--- config.mk ---
export PLATFORM = sky130hd
export DESIGN_NAME = cell_chain_walker
export DESIGN_NICKNAME = d
export VERILOG_FILES = /design/src/rtl/cell_chain_walker.sv
export SDC_FILE = /design/constraint.sdc
export NUM_CORES = 1
export LEC_CHECK = 0
export BUFFER_PORTS_ARGS = -buffer_cell sky130_fd_sc_hd__buf_4
export CAP_MARGIN = 20
export CORE_MARGIN = 3
export CORE_UTILIZATION = 46
export CTS_CLUSTER_SIZE = 30
export DETAILED_ROUTE_END_ITERATION = 8
export HOLD_SLACK_MARGIN = 0.06
export MAX_ROUTING_LAYER = met4
export PLACE_DENSITY = 0.82
export SYNTH_ARGS = -nofsm -noshare
export SYNTH_HDL_FRONTEND = slang
export SYNTH_SLANG_ARGS = --single-unit
export TNS_END_PERCENT = 30
--- constraint.sdc ---
create_clock -name clk -period 2.4 [get_ports clk]
set_input_delay 0.36 -clock clk [delete_from_list [all_inputs] [get_ports clk]]
set_output_delay 0.36 -clock clk [all_outputs]
set_load 0.01 [all_outputs]
--- src/rtl/cell_chain_walker.sv ---
// Walks a packet's cell linked list through the pointer memory, hands each
// cell pointer downstream, then returns the whole chain to the free queue.
`timescale 1ns/1ps
module cell_chain_walker #(
  parameter int PTR_W  = 10,
  parameter int CNT_W  = 6,
  parameter int RD_LAT = 3
) (
  input  logic             clk,
  input  logic             rstn,
  input  logic             pkt_req_valid,
  output logic             pkt_req_ready,
  input  logic [PTR_W-1:0] pkt_head_ptr,
  input  logic [CNT_W-1:0] pkt_cell_cnt,
  output logic             cell_mem_rd,
  output logic [15:0]      cell_mem_addr,
  input  logic [31:0]      cell_mem_dout,
  output logic             cell_ptr_valid,
  input  logic             cell_ptr_ready,
  output logic [PTR_W-1:0] cell_ptr,
  output logic             cell_ptr_last,
  output logic             FQ_wr,
  output logic [15:0]      FQ_din_head,
  output logic [15:0]      FQ_din_tail,
  output logic             busy,
  output logic             ptr_err,
  output logic             zero_cnt_err
);

  localparam int WC_W = (RD_LAT > 1) ? $clog2(RD_LAT + 1) : 1;

  typedef enum logic [2:0] {IDLE, EMIT, RD_ISSUE, RD_WAIT, RET, GAP} state_t;

  state_t           state, state_nx;
  logic [PTR_W-1:0] cur_ptr, cur_ptr_nx;
  logic [PTR_W-1:0] first_ptr, first_ptr_nx;
  logic [CNT_W-1:0] remaining, remaining_nx;
  logic [WC_W-1:0]  wait_cnt, wait_cnt_nx;

  logic             pkt_req_ready_nx, cell_mem_rd_nx, cell_ptr_valid_nx;
  logic [15:0]      cell_mem_addr_nx, fq_head_nx, fq_tail_nx;
  logic [PTR_W-1:0] cell_ptr_nx;
  logic             cell_ptr_last_nx, fq_wr_nx, busy_nx;
  logic             ptr_err_nx, zero_cnt_err_nx;

  always_comb begin
    state_nx        = state;
    cur_ptr_nx      = cur_ptr;
    first_ptr_nx    = first_ptr;
    remaining_nx    = remaining;
    wait_cnt_nx     = wait_cnt;
    ptr_err_nx      = ptr_err;
    zero_cnt_err_nx = zero_cnt_err;

    case (state)
      IDLE: begin
        if (pkt_req_valid) begin
          if (pkt_cell_cnt == '0) begin
            zero_cnt_err_nx = 1'b1;
          end else begin
            first_ptr_nx = pkt_head_ptr;
            cur_ptr_nx   = pkt_head_ptr;
            remaining_nx = pkt_cell_cnt;
            state_nx     = EMIT;
          end
        end
      end
      EMIT: begin
        if (cell_ptr_ready) begin
          if (remaining == CNT_W'(1)) begin
            state_nx = RET;
          end else begin
            remaining_nx = remaining - 1'b1;
            state_nx     = RD_ISSUE;
          end
        end
      end
      RD_ISSUE: begin
        wait_cnt_nx = '0;
        state_nx    = RD_WAIT;
      end
      RD_WAIT: begin
        wait_cnt_nx = wait_cnt + 1'b1;
        if (wait_cnt == WC_W'(RD_LAT - 1)) begin
          cur_ptr_nx = PTR_W'(cell_mem_dout[24:16]);
          if (cell_mem_dout[8:0] != cell_mem_addr[8:0]) ptr_err_nx = 1'b1;
          state_nx = EMIT;
        end
      end
      RET:     state_nx = GAP;
      GAP:     state_nx = IDLE;
      default: state_nx = IDLE;
    endcase

    // Outputs are registered copies decoded from the next state, so each
    // output changes on the same edge that the state does.
    pkt_req_ready_nx  = (state_nx == IDLE);
    busy_nx           = (state_nx != IDLE);
    cell_ptr_valid_nx = (state_nx == EMIT);
    cell_mem_rd_nx    = (state_nx == RD_ISSUE);
    fq_wr_nx          = (state_nx == RET);

    cell_ptr_nx      = cell_ptr;
    cell_ptr_last_nx = cell_ptr_last;
    if (state_nx == EMIT) begin
      cell_ptr_nx      = cur_ptr_nx;
      cell_ptr_last_nx = (remaining_nx == CNT_W'(1));
    end

    cell_mem_addr_nx = cell_mem_addr;
    if (state_nx == RD_ISSUE) cell_mem_addr_nx = 16'(cur_ptr_nx);

    fq_head_nx = FQ_din_head;
    fq_tail_nx = FQ_din_tail;
    if (state_nx == RET) begin
      fq_head_nx = 16'(first_ptr_nx);
      fq_tail_nx = 16'(cur_ptr_nx);
    end
  end

  always_ff @(posedge clk or negedge rstn) begin
    if (!rstn) begin
      state          <= IDLE;
      cur_ptr        <= '0;
      first_ptr      <= '0;
      remaining      <= '0;
      wait_cnt       <= '0;
      pkt_req_ready  <= 1'b1;
      busy           <= 1'b0;
      cell_ptr_valid <= 1'b0;
      cell_ptr       <= '0;
      cell_ptr_last  <= 1'b0;
      cell_mem_rd    <= 1'b0;
      cell_mem_addr  <= '0;
      FQ_wr          <= 1'b0;
      FQ_din_head    <= '0;
      FQ_din_tail    <= '0;
      ptr_err        <= 1'b0;
      zero_cnt_err   <= 1'b0;
    end else begin
      state          <= state_nx;
      cur_ptr        <= cur_ptr_nx;
      first_ptr      <= first_ptr_nx;
      remaining      <= remaining_nx;
      wait_cnt       <= wait_cnt_nx;
      pkt_req_ready  <= pkt_req_ready_nx;
      busy           <= busy_nx;
      cell_ptr_valid <= cell_ptr_valid_nx;
      cell_ptr       <= cell_ptr_nx;
      cell_ptr_last  <= cell_ptr_last_nx;
      cell_mem_rd    <= cell_mem_rd_nx;
      cell_mem_addr  <= cell_mem_addr_nx;
      FQ_wr          <= fq_wr_nx;
      FQ_din_head    <= fq_head_nx;
      FQ_din_tail    <= fq_tail_nx;
      ptr_err        <= ptr_err_nx;
      zero_cnt_err   <= zero_cnt_err_nx;
    end
  end

endmodule
* Word-level counts from Yosys, hierarchy flattened
Cells that the tools add are included.
Word-level totals: register bits after elaboration 79, input bits 52, output and inout bits 66, logic and storage cells 56
Cells by class: add/subtract/negate cells 2, equality and inequality tests 11, muxes and demuxes 19, reduce and logical (&&, ||, !) cells 7
Operator list (number):
- $mux 10 | 6
- $mux 6 | 4
- $pmux 10 s2 | 1
- $mux 3 | 5
- $pmux 3 s5 | 1
- $eq 6x1->1 const B | 2
- $pmux 6 s2 | 1
- $eq 3x2->1 const B | 3
- $ne 9x9->1 | 1
- $eq 3x1->1 const B | 2
- $eq 3x3->1 const B | 2
- $logic_not 3->1 | 2
- $logic_not 6->1 | 1
- $reduce_and 3->1 | 2
- $sub 6x1->6 const B | 1
- $pmux 2 s2 | 1
- $reduce_bool 3->1 | 1
- $add 2x1->2 const B | 1
- $eq 2x2->1 const B | 1
- $reduce_bool 2->1 | 1

* Longest topological paths before layout
Gate-level depths: netlist (run 1).
word-level depth 5, depth in mapped cells 10

* Least setup slack after synthesis (run 1)
Ideal clock, no wire load.
path kind in2reg, from in pkt_cell_cnt[0], to reg cell_ptr[0], library setup time 0.130 ns, arrival time 1.870 ns, data required time 2.270 ns, path slack 0.400 ns, stages 6, cell sequence or4_4 > or2_1 > and2_4 > buf_8 > a221oi_4 > o21ai_1
On the way: word-level cells in the longest chain between the ends 5, elaborated cells between the ends (all ways) 8, those cells by class 1 x eq/ne; 6 x mux; 1 x reduce/logical
RTL lines:
- start, declared | line 14 | input logic [CNT_W-1:0] pkt_cell_cnt,
- $logic_not 6->1 * | line 58 | if (pkt_cell_cnt == '0) begin
- $mux 3 | line 58
- $mux 3 | line 57 | if (pkt_req_valid) begin
- $pmux 3 s5 | line 55 | case (state)
- $eq 3x1->1 | line 105 | if (state_nx == EMIT) begin
- end signal, assigned | line 149 | cell_ptr <= cell_ptr_nx;
- end, declared | line 20 | output logic [PTR_W-1:0] cell_ptr,
Mark *: on every way between the ends. The rest lies on a longest branch, timed or not. A chain may end at the register's enable or synchronous reset.

* Worst setup path in the final report (run 1)
from reg remaining[0], to reg cell_ptr_last
On the way: word-level cells in the longest chain between the ends 5, elaborated cells between the ends (all ways) 12, those cells by class 1 x add/sub; 3 x eq/ne; 8 x mux
RTL lines:
- start, declared | line 37 | logic [CNT_W-1:0] remaining, remaining_nx;
- start signal, assigned | line 144 | remaining <= remaining_nx;
- $sub 6x1->6 / $eq 6x1->1 (equally long branches) | line 73, 70
- $mux 6 / $mux 3 (equally long branches) | line 70 | if (remaining == CNT_W'(1)) begin
- $mux 6 / $mux 3 (equally long branches) | line 69 | if (cell_ptr_ready) begin
- $pmux 6 s2 / $pmux 3 s5 (equally long branches) | line 55
- $eq 6x1->1 / $eq 3x1->1 (equally long branches) | line 107, 105
- end signal, assigned | line 150 | cell_ptr_last <= cell_ptr_last_nx;
- end, declared | line 21 | output logic cell_ptr_last,
Several ways; a longest one is shown, not always the timed one.

==> results.txt, run 1 <==
The internal cell power came out at 3330 uW. Among all flip-flop cells after synthesis, the most frequent one is sky130_fd_sc_hd__dfrtp_1. The period utilization came out at 90.1%. The power share of the combinational group is 43.4%. The clock sink count came out at 79. The peak fanout along the critical path is 5. Walking the worst path, the cells encountered are ha_1, nor2b_1, a211oi_1, a21oi_1, a2111oi_1, nor4b_1, a32o_1.

The worst endpoint required time came out at 2.65 ns. The arrival time of the worst setup path came out at 2.41 ns. The post-synthesis average cell area came out at 10.5 um2. The via count of the first global-routing pass is 2909. In this run, flip-flops and latches consume 40.4% of the power.

Based on the critical path, the design can be clocked at up to 463 MHz. The HPWL after detailed placement is 6430 um. The die boundary height came out at 96.7 um. The sum of negative setup slack came out at 0 ns. The worst setup path is launched from a register. The share of Yosys cell area claimed by the top area cell type came out at 51.6%. Clock tree synthesis inserted a total of 9 buffers. The worst setup path is of the register to register kind. Setup violations remaining at the end of the flow were counted as 0. By area the synthesized netlist is led by sky130_fd_sc_hd__dfrtp_1 (52%), sky130_fd_sc_hd__nand2_1 (7.5%), sky130_fd_sc_hd__a221oi_4 (6.3%). At the placement stage, the worst setup path has a slack of 0.101 ns.

For the final database, setup skew stands at 0.0106 ns. The total length of routed wires came out at 8620 um. The clock passes through at most 2 buffers. The total number of nets in the final design came out at 503.

The clock latency reported for the late side of the worst-skew pair came out at 0.35 ns. The fraction of final layout cells with drive strength greater than 1 is 28.0%. The initial utilization of the core area, before any placement, comes to 48.2%. The analysis attributes to net switching a power of 2180 uW. The worst setup slack after layout is 0.238 ns. The filler cell count in the final layout is 645.

Routability-driven placement finished with a final weighted congestion of 0.868. The wire length of the first global-routing pass came out at 14600 um. The top-level port count came out at 118.

The region available for standard cell placement spans 7850 um2. For this run, asynchronously set or reset flops after synthesis account for 100%. The initialized floorplan defines 32 standard-cell rows. The count of buffers inserted at the top-level ports is 85. The maximum vdd drop came out at 400 uV. The layout overhead on the synthesized area came out at 23.3%.

The number of remaining DRC errors is 0. The DRC violation total after the first TritonRoute iteration came out at 191. The via count is 2879. The count of antenna-violating nets left after detailed routing is 0. TritonCTS built the clock tree.

The power per unit of standard cell area came out at 1180 nW/um2. The synthesized netlist contains 57 unique library cells. The per-cell via count in the routed design is 5.19. For the pin with the worst max-slew slack, the measured transition is 0.576 ns. The largest net degree at the start of global routing came out at 46. The cell leakage power is 0.00230 uW. The die width came out at 96.7 um. The post-synthesis sequential area ratio came out at 52.3%. Clock-pin slew was measured on the worst setup and hold paths at 0.09 ns. The area of the die came out at 9340 um2. Per report_power, the clock group accounts for 16.2% of the total. The category of the worst setup path capture point is a register. The cell type of the slowest stage on the worst timing path is sky130_fd_sc_hd__a2111oi_1. The number of diodes is 0. Clock tree synthesis selected as its root buffer the cell sky130_fd_sc_hd__clkbuf_8. The H-tree depth reported by CTS is 3. The cell area after synthesis came out at 3780 um2.

The number of max-capacitance violations reported came out at 0. The first-pass iteration count of the detailed router is 4. The count of flip-flops with a built-in enable after synthesis is 0. The final routed wire length divided by cell count came out at 15.5 um. The synthesis warning total is 0.

The hold violation count in the final report is 0. The max-slew violation count is 0. The critical path's largest stage delay came out at 0.57 ns. The residual overflow from global routing is 0.

The share of total power consumed by net switching is 39.6%. The largest total area in the synthesized netlist belongs to sky130_fd_sc_hd__dfrtp_1. The post-route minimum period came out at 2.16 ns. The internal reg-to-reg setup slack came out at 0.24 ns. In the global route stage, overall resource usage came out at 19.7%.

The number of antenna violations at the first check in global routing is 0. Counting every instance in the synthesized netlist gives 360. Setup repair after global routing left no endpoint under its margin. The flow ran to the end, and the final reports show no timing, DRC or antenna violations. The tightest min-delay check is of the primary input to register type. Measured against its own limit, the worst slew margin works out to 61.6%.

The number of synthesized register bits came out at 79.
==> worst paths after layout <==
kind,cells past startpoint,from,end
max,7,remaining[0],cell_ptr_last
min,3,pkt_cell_cnt[5],remaining[5]
max reg2reg,7,remaining[0],cell_ptr_last
min reg2reg,1,ptr_err,ptr_err
max in group asynchronous,3,rstn,cell_mem_addr[8]
min in group asynchronous,2,rstn,FQ_din_head[5]
==> cells by family after synthesis <==
kind of cell,synth area share [%]
AND/OR/NAND/NOR,16.7
flip-flops,52.3
AO/OA/AOI/OAI,17.3
buffers and inverters,7.54
multiplexers,2.98
XOR/XNOR,2.08
adder cells (fa/ha/maj),0.993
other,0.0992
==> per-layer routing <==
metal,wire length [um],track usage [%]
met4,300,8.96
met5,0,-
met1,3840,25.8
met3,413,2.74
met2,4070,30.7
==> cell usage in the layout (no fill, tap or decap), drive strengths merged, types with 2 or more instances in the layout <==
cell      netlist  layout
nand4           2       2
inv            19      20
nor4            2       2
nor4b           3       3
or2             3       3
clkinv          0       3
a221oi          9       9
nand2          76      76
and2           11      11
o21a            3       3
buf            23      94
nor2b           4       4
nand2b          3       3
nor2            8       8
clkbuf         12      10
clkinvlp        0       2
dfrtp          78      78
a31oi           2       2
o21ai          38      38
xor2            7       7
xnor2           2       2
conb            1      18
nor3            5       5
o31ai           2       2
a21o            5       5
mux2           10      10
a21oi           8       8
ha              3       3
==> cells in the mapped netlist (all sizes together) (5+ instances only) <==
master / count
dfrtp: 78
nand2: 76
o21ai: 38
buf: 23
inv: 19
clkbuf: 12
and2: 11
mux2: 10
a221oi: 9
a21oi: 8
nor2: 8
xor2: 7
a21o: 5
nor3: 5
==> sequential cells by signal, summed over array words and instances, names as in the netlist, 2 cells and up <==
register and count:
cur_ptr 10, first_ptr 10, FQ_din_tail 10, state 3, cell_mem_addr 10, remaining 6, wait_cnt 2, FQ_din_head 10
cell_ptr 10
==> power by group through the flow <==
stage	registers, uW	logic [uW]	clock network (uW)
finish	2220	2390	893
global route	2290	2650	970
CTS	2220	2400	911
detailed placement	2250	2390	0
global placement	2230	2320	0
floorplan	2270	1470	0
==> timing repair <==
action / in CTS / in global routing
hold buffers: 1 / 0
hold endpoints to repair: 43 / 0
endpoints found under the setup margin: 0 / 1
buffers inserted: 0 / 0
resized for setup: 0 / 1
==> final cells by class <==
cell class / instances / area (um2) / area share [%]
clock buffer: 10 / 128 / 2.74
clock inverter: 6 / 46.3 / 0.993
inverter: 19 / 71.3 / 1.53
multi-input combinational: 244 / 1580 / 34.0
sequential: 79 / 1980 / 42.4
tap: 102 / 128 / 2.74
timing repair buffer: 95 / 728 / 15.6
==> worst max-delay path: cells and delay by family, from the launching register on <==
family	cells	cell delay, ns
adder cells (fa/ha/maj)	1	0.20
flip-flops	1	0.43
AND/OR/NAND/NOR	2	0.31
AO/OA/AOI/OAI	4	1.12
==> per-stage QoR <==
step | hold slack [ns] | utilization [%] | total power, uW | cells | instance area [um2]
finish | 0.261 | 59.4 | 5510 | 555 | 4660
global route | 0.267 | 59.4 | 5910 | 555 | 4660
CTS | 0.255 | 59.4 | 5540 | 555 | 4660
detailed placement | 0.396 | 57.0 | 4640 | 538 | 4480
global placement | 0.384 | 57.0 | 4550 | 538 | 4480
floorplan | 0.0644 | - | 3740 | 377 | 3840
Note: power is estimated with default switching activity, not from simulation.
==> inputs of run 2 (changes only) <==
- PLACE_DENSITY: 0.82 -> 0.73
==> run 2 against run 1 <==
Effect of this change:
- critical path depth increased by 1
- sequential share of layout area decreased by 0.74 points
- largest cell class unchanged
- register-to-register slack improved by 0.04 ns
- sequential power is essentially flat
- maximum frequency up 1.7%
- first-iteration DRC count decreased by 41%
- global-route usage fell by 0.23 points
- via count is 2.7% lower
- non-clock buffer count increased by 2
- final area is 1.8% higher
- combinational power barely moved
==> results.txt, run 2 (same netlist as run 1, synthesis figures left out) <==
Run status: completed (unchanged). The internal cell power came to 3650 uW (was 3330 uW). The standard cell area after detailed placement came out at 4490 um2 (was 4480 um2).

The clock tree from TritonCTS was yes (unchanged). Commonest cells after routing, fill and taps aside: sky130_fd_sc_hd__buf_4 (95), sky130_fd_sc_hd__dfrtp_1 (78), sky130_fd_sc_hd__nand2_1 (76) (was sky130_fd_sc_hd__buf_4 (93), sky130_fd_sc_hd__dfrtp_1 (78), sky130_fd_sc_hd__nand2_1 (76)). The initial core utilization came out at 48.2% (unchanged). The DRC violation total after the first TritonRoute iteration was 113 (was 191). The clock sink count is 79 (unchanged). The maximum operating frequency was 470 MHz (was 463 MHz).

The final design area excluding fillers was 4740 um2 (was 4660 um2). The area of the die is 9340 um2 (unchanged). The kind of path behind the tightest hold check is primary input to register (unchanged). RSZ-0062 raised after global routing: no (unchanged). The number of remaining DRC errors came out at 0 (unchanged). The hold violation count in the final report came out at 0 (unchanged).

The wire length of the first global-routing pass is 14400 um (was 14600 um). The number of core rows was 32 (unchanged). The max-slew violation count is 0 (unchanged). The weighted congestion at the end of routability-driven global placement is 0.880 (was 0.868). The count of buffers inserted at the top-level ports was 85 (unchanged). The power per unit of standard cell area came out at 1230 nW/um2 (was 1180 nW/um2).

The per-cell via count in the routed design came out at 5.03 (was 5.19). The transition time at the pin with the least slew margin is 0.626 ns (was 0.576 ns). The root buffer selected by CTS was sky130_fd_sc_hd__clkbuf_8 (unchanged).

The type of the setup path with the least slack is register to register (unchanged). The sum of negative setup slack is 0 ns (unchanged). The via count of the first global-routing pass came to 2856 (was 2909). The count of antenna-violating nets left after detailed routing came to 0 (unchanged). The register area is 1980 um2 (unchanged). The period utilization is 88.6% (was 90.1%). The share of total power in sequential cells is 38.0% (was 40.4%). The HPWL reported at the end of detailed placement is 6510 um (was 6430 um). The number of max-capacitance violations reported is 0 (unchanged). The clock share of power came out at 20.6% (was 16.2%). The number of antenna violations at the first check in global routing is 0 (unchanged). The arrival time of the worst setup path came out at 2.36 ns (was 2.41 ns). The die width came out at 96.7 um (unchanged). The post-route minimum period is 2.13 ns (was 2.16 ns). The H-tree depth reported by CTS is 3 (unchanged). The net load switching power came out at 2180 uW (about the same). The clock buffer count from CTS came out at 9 (unchanged). The largest net degree at the start of global routing was 49 (was 46). The total number of nets in the final design came to 505 (was 503).

The filler cell count in the final layout is 676 (was 645). The die boundary height is 96.7 um (unchanged). The maximum vdd drop is 645 uV (was 400 uV). The area of the core is 7850 um2 (unchanged). The area of the multi-input gates is 1580 um2 (about the same). The via count is 2801 (was 2879).

The aggregate global-route resource usage came out at 19.5% (was 19.7%). The peak fanout along the critical path is 5 (unchanged). The buffer depth of the longest clock path is 2 (unchanged).

The most common library cell in the layout ignoring fill and taps is sky130_fd_sc_hd__buf_4 (unchanged). The layout overhead on the synthesized area came to 25.5% (was 23.3%). The number of diodes was 0 (unchanged). The first-pass iteration count of the detailed router came to 4 (unchanged).

The clock-pin slew on the worst setup and hold paths is 0.09 ns (about the same). The fraction of final layout cells with drive strength greater than 1 is 28.4% (was 28.0%). The residual overflow from global routing came out at 0 (unchanged). The total of endpoints with negative setup slack in the final report is 0 (unchanged).

The share of total power consumed by net switching is 37.4% (was 39.6%). The setup clock skew after layout is 0.0121 ns (was 0.0106 ns). The startpoint kind of the worst setup timing path is a register (unchanged). The cell leakage power came out at 0.00235 uW (was 0.00230 uW). The power share of the combinational group is 41.4% (was 43.4%).

The clock latency reported for the late side of the worst-skew pair came to 0.35 ns (about the same). The total length of routed wires came out at 8560 um (was 8620 um). The top-level port count came to 118 (unchanged).

The category of the worst setup path capture point was a register (unchanged). The worst endpoint required time came out at 2.63 ns (was 2.65 ns). The worst relative slew slack came out at 58.2% (was 61.6%). The final routed wire length divided by cell count was 15.4 um (was 15.5 um).
==> run 2: area by class of cell <==
class | instances | share of cell area, %
clock buffer | 10 | 2.69
clock inverter | 6 | 2.43
inverter | 19 | 1.50
multi-input combinational | 244 | 33.3
sequential | 79 | 41.7
tap | 102 | 2.69
timing repair buffer | 97 | 15.7
==> run 2: through the flow <==
step	total power, uW	instances	setup WS [ns]	hold WS (ns)	util [%]
final	5840	557	0.274	0.254	60.5
after global placement	4580	540	0.127	0.411	57.2
after floorplan	3740	377	0.400	0.0644	-
after global routing	6240	557	0.111	0.262	60.5
after detailed placement	4670	540	0.0852	0.420	57.2
after CTS	5890	557	0.276	0.242	60.5
==> run 2: what timing repair did <==
item | CTS | global route
resized for setup | 0 | 0
endpoints found under the hold margin | 46 | 0
hold buffers | 1 | 0
setup buffers | 0 | 0
==> run 2: critical path, stage by stage (launching register included) <==
cell and delay, ns:
sky130_fd_sc_hd__dfrtp_1 0.42, sky130_fd_sc_hd__ha_1 0.21, sky130_fd_sc_hd__nor2b_1 0.16, sky130_fd_sc_hd__a211oi_1 0.20, sky130_fd_sc_hd__a21oi_1 0.06, sky130_fd_sc_hd__a2111oi_0 0.48, sky130_fd_sc_hd__buf_4 0.20, sky130_fd_sc_hd__nor4b_1 0.04
sky130_fd_sc_hd__a32o_1 0.24
==> run 2: path summary, 6_finish.rpt <==
| kind | start | endpoint | slack [ns] | cells past startpoint |
|---|---|---|---|---|
| min | pkt_head_ptr[2] | cur_ptr[2] | 0.25 | 3 |
| max reg2reg | remaining[0] | cell_ptr_last | 0.27 | 8 |
| max | remaining[0] | cell_ptr_last | 0.27 | 8 |
| min reg2reg | zero_cnt_err | zero_cnt_err | 0.47 | 1 |
| min in group asynchronous | rstn | remaining[0] | 0.58 | 2 |
| max in group asynchronous | rstn | FQ_din_head[9] | 1.24 | 3 |
==> run 2: routing by layer <==
metal  wire length [um]  GRT usage (%)
met5                  0              -
met3                294           2.96
met1               3890           24.9
met4                103           7.13
met2               4270           31.6
==> run 2: power groups by stage <==
stage | Sequential, uW | Combinational (uW) | Clock [uW]
final | 2220 | 2420 | 1200
after global routing | 2280 | 2690 | 1270
after CTS | 2220 | 2440 | 1230
after detailed placement | 2240 | 2430 | 0
after global placement | 2220 | 2370 | 0
after floorplan | 2270 | 1470 | 0
==> inputs of run 3 (changes only) <==
- CORE_UTILIZATION: 46 -> 28
- PLACE_DENSITY: 0.73 -> not set
- clock period: 2.4 -> 2.7 ns (I/O delays scaled with it)
==> run 3 against run 2 <==
Effect of this change:
- hold slack improved by 0.060 ns
- flip-flop and latch count is the same
- first-iteration DRC count rose by 80%
- setup slack improved by 0.23 ns
- critical path depth shrank 1
- maximum frequency shrank 3.3%
- core utilization is 23 points lower
- non-clock buffer count down 2
- global-route usage is 6.6 points lower
- critical endpoint unchanged
- largest power group unchanged
==> results.txt, run 3 (same netlist as run 1, synthesis figures left out) <==
The residual overflow from global routing is 0 (unchanged). The buffer depth of the longest clock path came out at 2 (unchanged). The peak fanout along the critical path came out at 5 (unchanged). The power per unit of standard cell area is 1080 nW/um2 (was 1230 nW/um2). The worst relative slew slack came out at 55.9% (was 58.2%). The startpoint kind of the worst setup timing path is a register (unchanged). The fraction of final layout cells with drive strength greater than 1 is 27.9% (was 28.4%). The post-placement cell count came out at 607 (was 540). The area of the die is 14900 um2 (was 9340 um2). The total length of routed wires came to 8820 um (was 8560 um). The clock sink count came out at 79 (unchanged). The setup clock skew after layout came out at 0.00687 ns (was 0.0121 ns). The initial core utilization is 29.2% (was 48.2%). The count of antenna-violating nets left after detailed routing came out at 0 (unchanged). RSZ-0062 raised after global routing: no (unchanged).

The DRC violation total after the first TritonRoute iteration came out at 203 (was 113). The weighted congestion at the end of routability-driven global placement came out at 0.837 (was 0.880). The aggregate global-route resource usage came to 12.9% (was 19.5%).

The number of standard cells in the layout, taps in and fillers out came to 624 (was 557). The HPWL reported at the end of detailed placement is 6720 um (was 6510 um). The root buffer selected by CTS is sky130_fd_sc_hd__clkbuf_16 (was sky130_fd_sc_hd__clkbuf_8). The layout overhead on the synthesized area came out at 29.1% (was 25.5%).

The clock latency reported for the late side of the worst-skew pair came out at 0.33 ns (was 0.35 ns). The number of antenna violations at the first check in global routing is 0 (unchanged). The transition time at the pin with the least slew margin came out at 0.645 ns (was 0.626 ns). The post-route minimum period came out at 2.20 ns (was 2.13 ns). The number of remaining DRC errors came out at 0 (unchanged). The minimum setup slack after placement is 0.315 ns (was 0.0852 ns). The kind of path behind the tightest hold check is primary input to register (unchanged).

The cell leakage power came out at 0.00237 uW (was 0.00235 uW). The maximum vdd drop is 441 uV (was 645 uV). The worst hold slack across all endpoints came to 0.313 ns (was 0.254 ns). The die width is 122 um (was 96.7 um).

The number of max-capacitance violations reported came out at 0 (unchanged). The number of diodes came out at 0 (unchanged). Run status: completed (unchanged). The sum of negative setup slack came to 0 ns (unchanged). The worst setup slack after layout is 0.501 ns (was 0.274 ns). The total of endpoints with negative setup slack in the final report is 0 (unchanged). The maximum operating frequency came out at 455 MHz (was 470 MHz). The area of the core came to 12900 um2 (was 7850 um2). The top-level port count came out at 118 (unchanged). The largest net degree at the start of global routing came out at 80 (was 49). The number of core rows is 41 (was 32).

The hold violation count in the final report was 0 (unchanged). Commonest cells after routing, fill and taps aside: sky130_fd_sc_hd__buf_4 (93), sky130_fd_sc_hd__dfrtp_1 (78), sky130_fd_sc_hd__nand2_1 (76) (was sky130_fd_sc_hd__buf_4 (95), sky130_fd_sc_hd__dfrtp_1 (78), sky130_fd_sc_hd__nand2_1 (76)). The count of buffers inserted at the top-level ports came out at 85 (unchanged). The category of the worst setup path capture point was a register (unchanged).

The per-cell via count in the routed design is 4.50 (was 5.03). The final routed wire length divided by cell count is 14.1 um (was 15.4 um). The worst endpoint required time is 2.91 ns (was 2.63 ns). The period utilization is 81.4% (was 88.6%). The first-pass iteration count of the detailed router is 4 (unchanged). The wire length of the first global-routing pass came out at 14300 um (was 14400 um). The total number of nets in the final design is 503 (was 505). The via count of the first global-routing pass is 2733 (was 2856).

The clock tree from TritonCTS is yes (unchanged). The clock-pin slew on the worst setup and hold paths is 0.06 ns (was 0.09 ns). The clock buffer count from CTS is 9 (unchanged).

The max-slew violation count came out at 0 (unchanged). The type of the setup path with the least slack is register to register (unchanged). The via count is 2806 (was 2801). The critical path startpoint is remaining[0] (unchanged). The launch point of the worst hold path is pkt_cell_cnt[5] (was pkt_head_ptr[2]). The H-tree depth reported by CTS came out at 3 (unchanged). The arrival time of the worst setup path was 2.41 ns (was 2.36 ns). The startpoint of the most critical register-to-register path was remaining[0] (unchanged).

The most common library cell in the layout ignoring fill and taps is sky130_fd_sc_hd__buf_4 (unchanged). The die boundary height came to 122 um (was 96.7 um).
[run 3: area by class of cell]
type / instances / area [um2]
Tap cell: 172 / 215
Inverter: 19 / 71.3
Multi-Input combinational cell: 244 / 1580
Clock inverter: 4 / 55.1
Timing Repair Buffer: 95 / 736
Fill cell: 1338 / 8050
Sequential cell: 79 / 1980
Clock buffer: 11 / 243
[run 3: metal layers]
metal / global-route usage (%) / part of all wire, % / vias to the layer above
met5: - / 0 / -
met4: 5.39 / 2.0 / 0
met3: 2.27 / 4.5 / 14
met2: 18.6 / 45 / 85
met1: 17.9 / 48 / 1331
li1: - / - / 1376
[run 3: metrics by stage]
step | utilization [%] | power (uW) | instance area, um2
finish | 37.7 | 5290 | 4880
global route | 37.7 | 5730 | 4880
CTS | 37.5 | 5380 | 4840
detailed placement | 35.2 | 4150 | 4540
global placement | 35.2 | 4100 | 4540
floorplan | - | 3330 | 3840
[run 3: timing repair]
| action | 4_1_cts | 5_1_grt |
|---|---|---|
| gates resized for setup | 0 | 0 |
| hold buffers | 0 | 1 |
| setup buffers | 0 | 0 |
| hold endpoints to repair | 0 | 7 |
[run 3: where the power goes]
group	switching [uW]	internal [uW]	total, uW
clock	464	741	1200
combinational	1150	977	2120
sequential	317	1640	1960
total	1930	3360	5290
[run 3: worst paths after layout]
kind,slack (ns),cells after the start,to
worst max-delay path,0.50,7,cell_ptr_last
worst min-delay path,0.31,3,remaining[5]
worst max register to register,0.50,7,cell_ptr_last
worst min register to register,0.48,2,FQ_din_head[4]
max in group asynchronous,1.64,3,pkt_req_ready
min in group asynchronous,0.46,2,cell_ptr_valid
[run 3: worst max-delay path, stage by stage (launching register included)]
cell and delay (ns):
sky130_fd_sc_hd__dfrtp_1 0.41, sky130_fd_sc_hd__ha_1 0.20, sky130_fd_sc_hd__nor2b_1 0.17, sky130_fd_sc_hd__a211oi_1 0.21, sky130_fd_sc_hd__a21oi_1 0.06, sky130_fd_sc_hd__a2111oi_0 0.62, sky130_fd_sc_hd__nor4b_1 0.14, sky130_fd_sc_hd__a32o_1 0.27
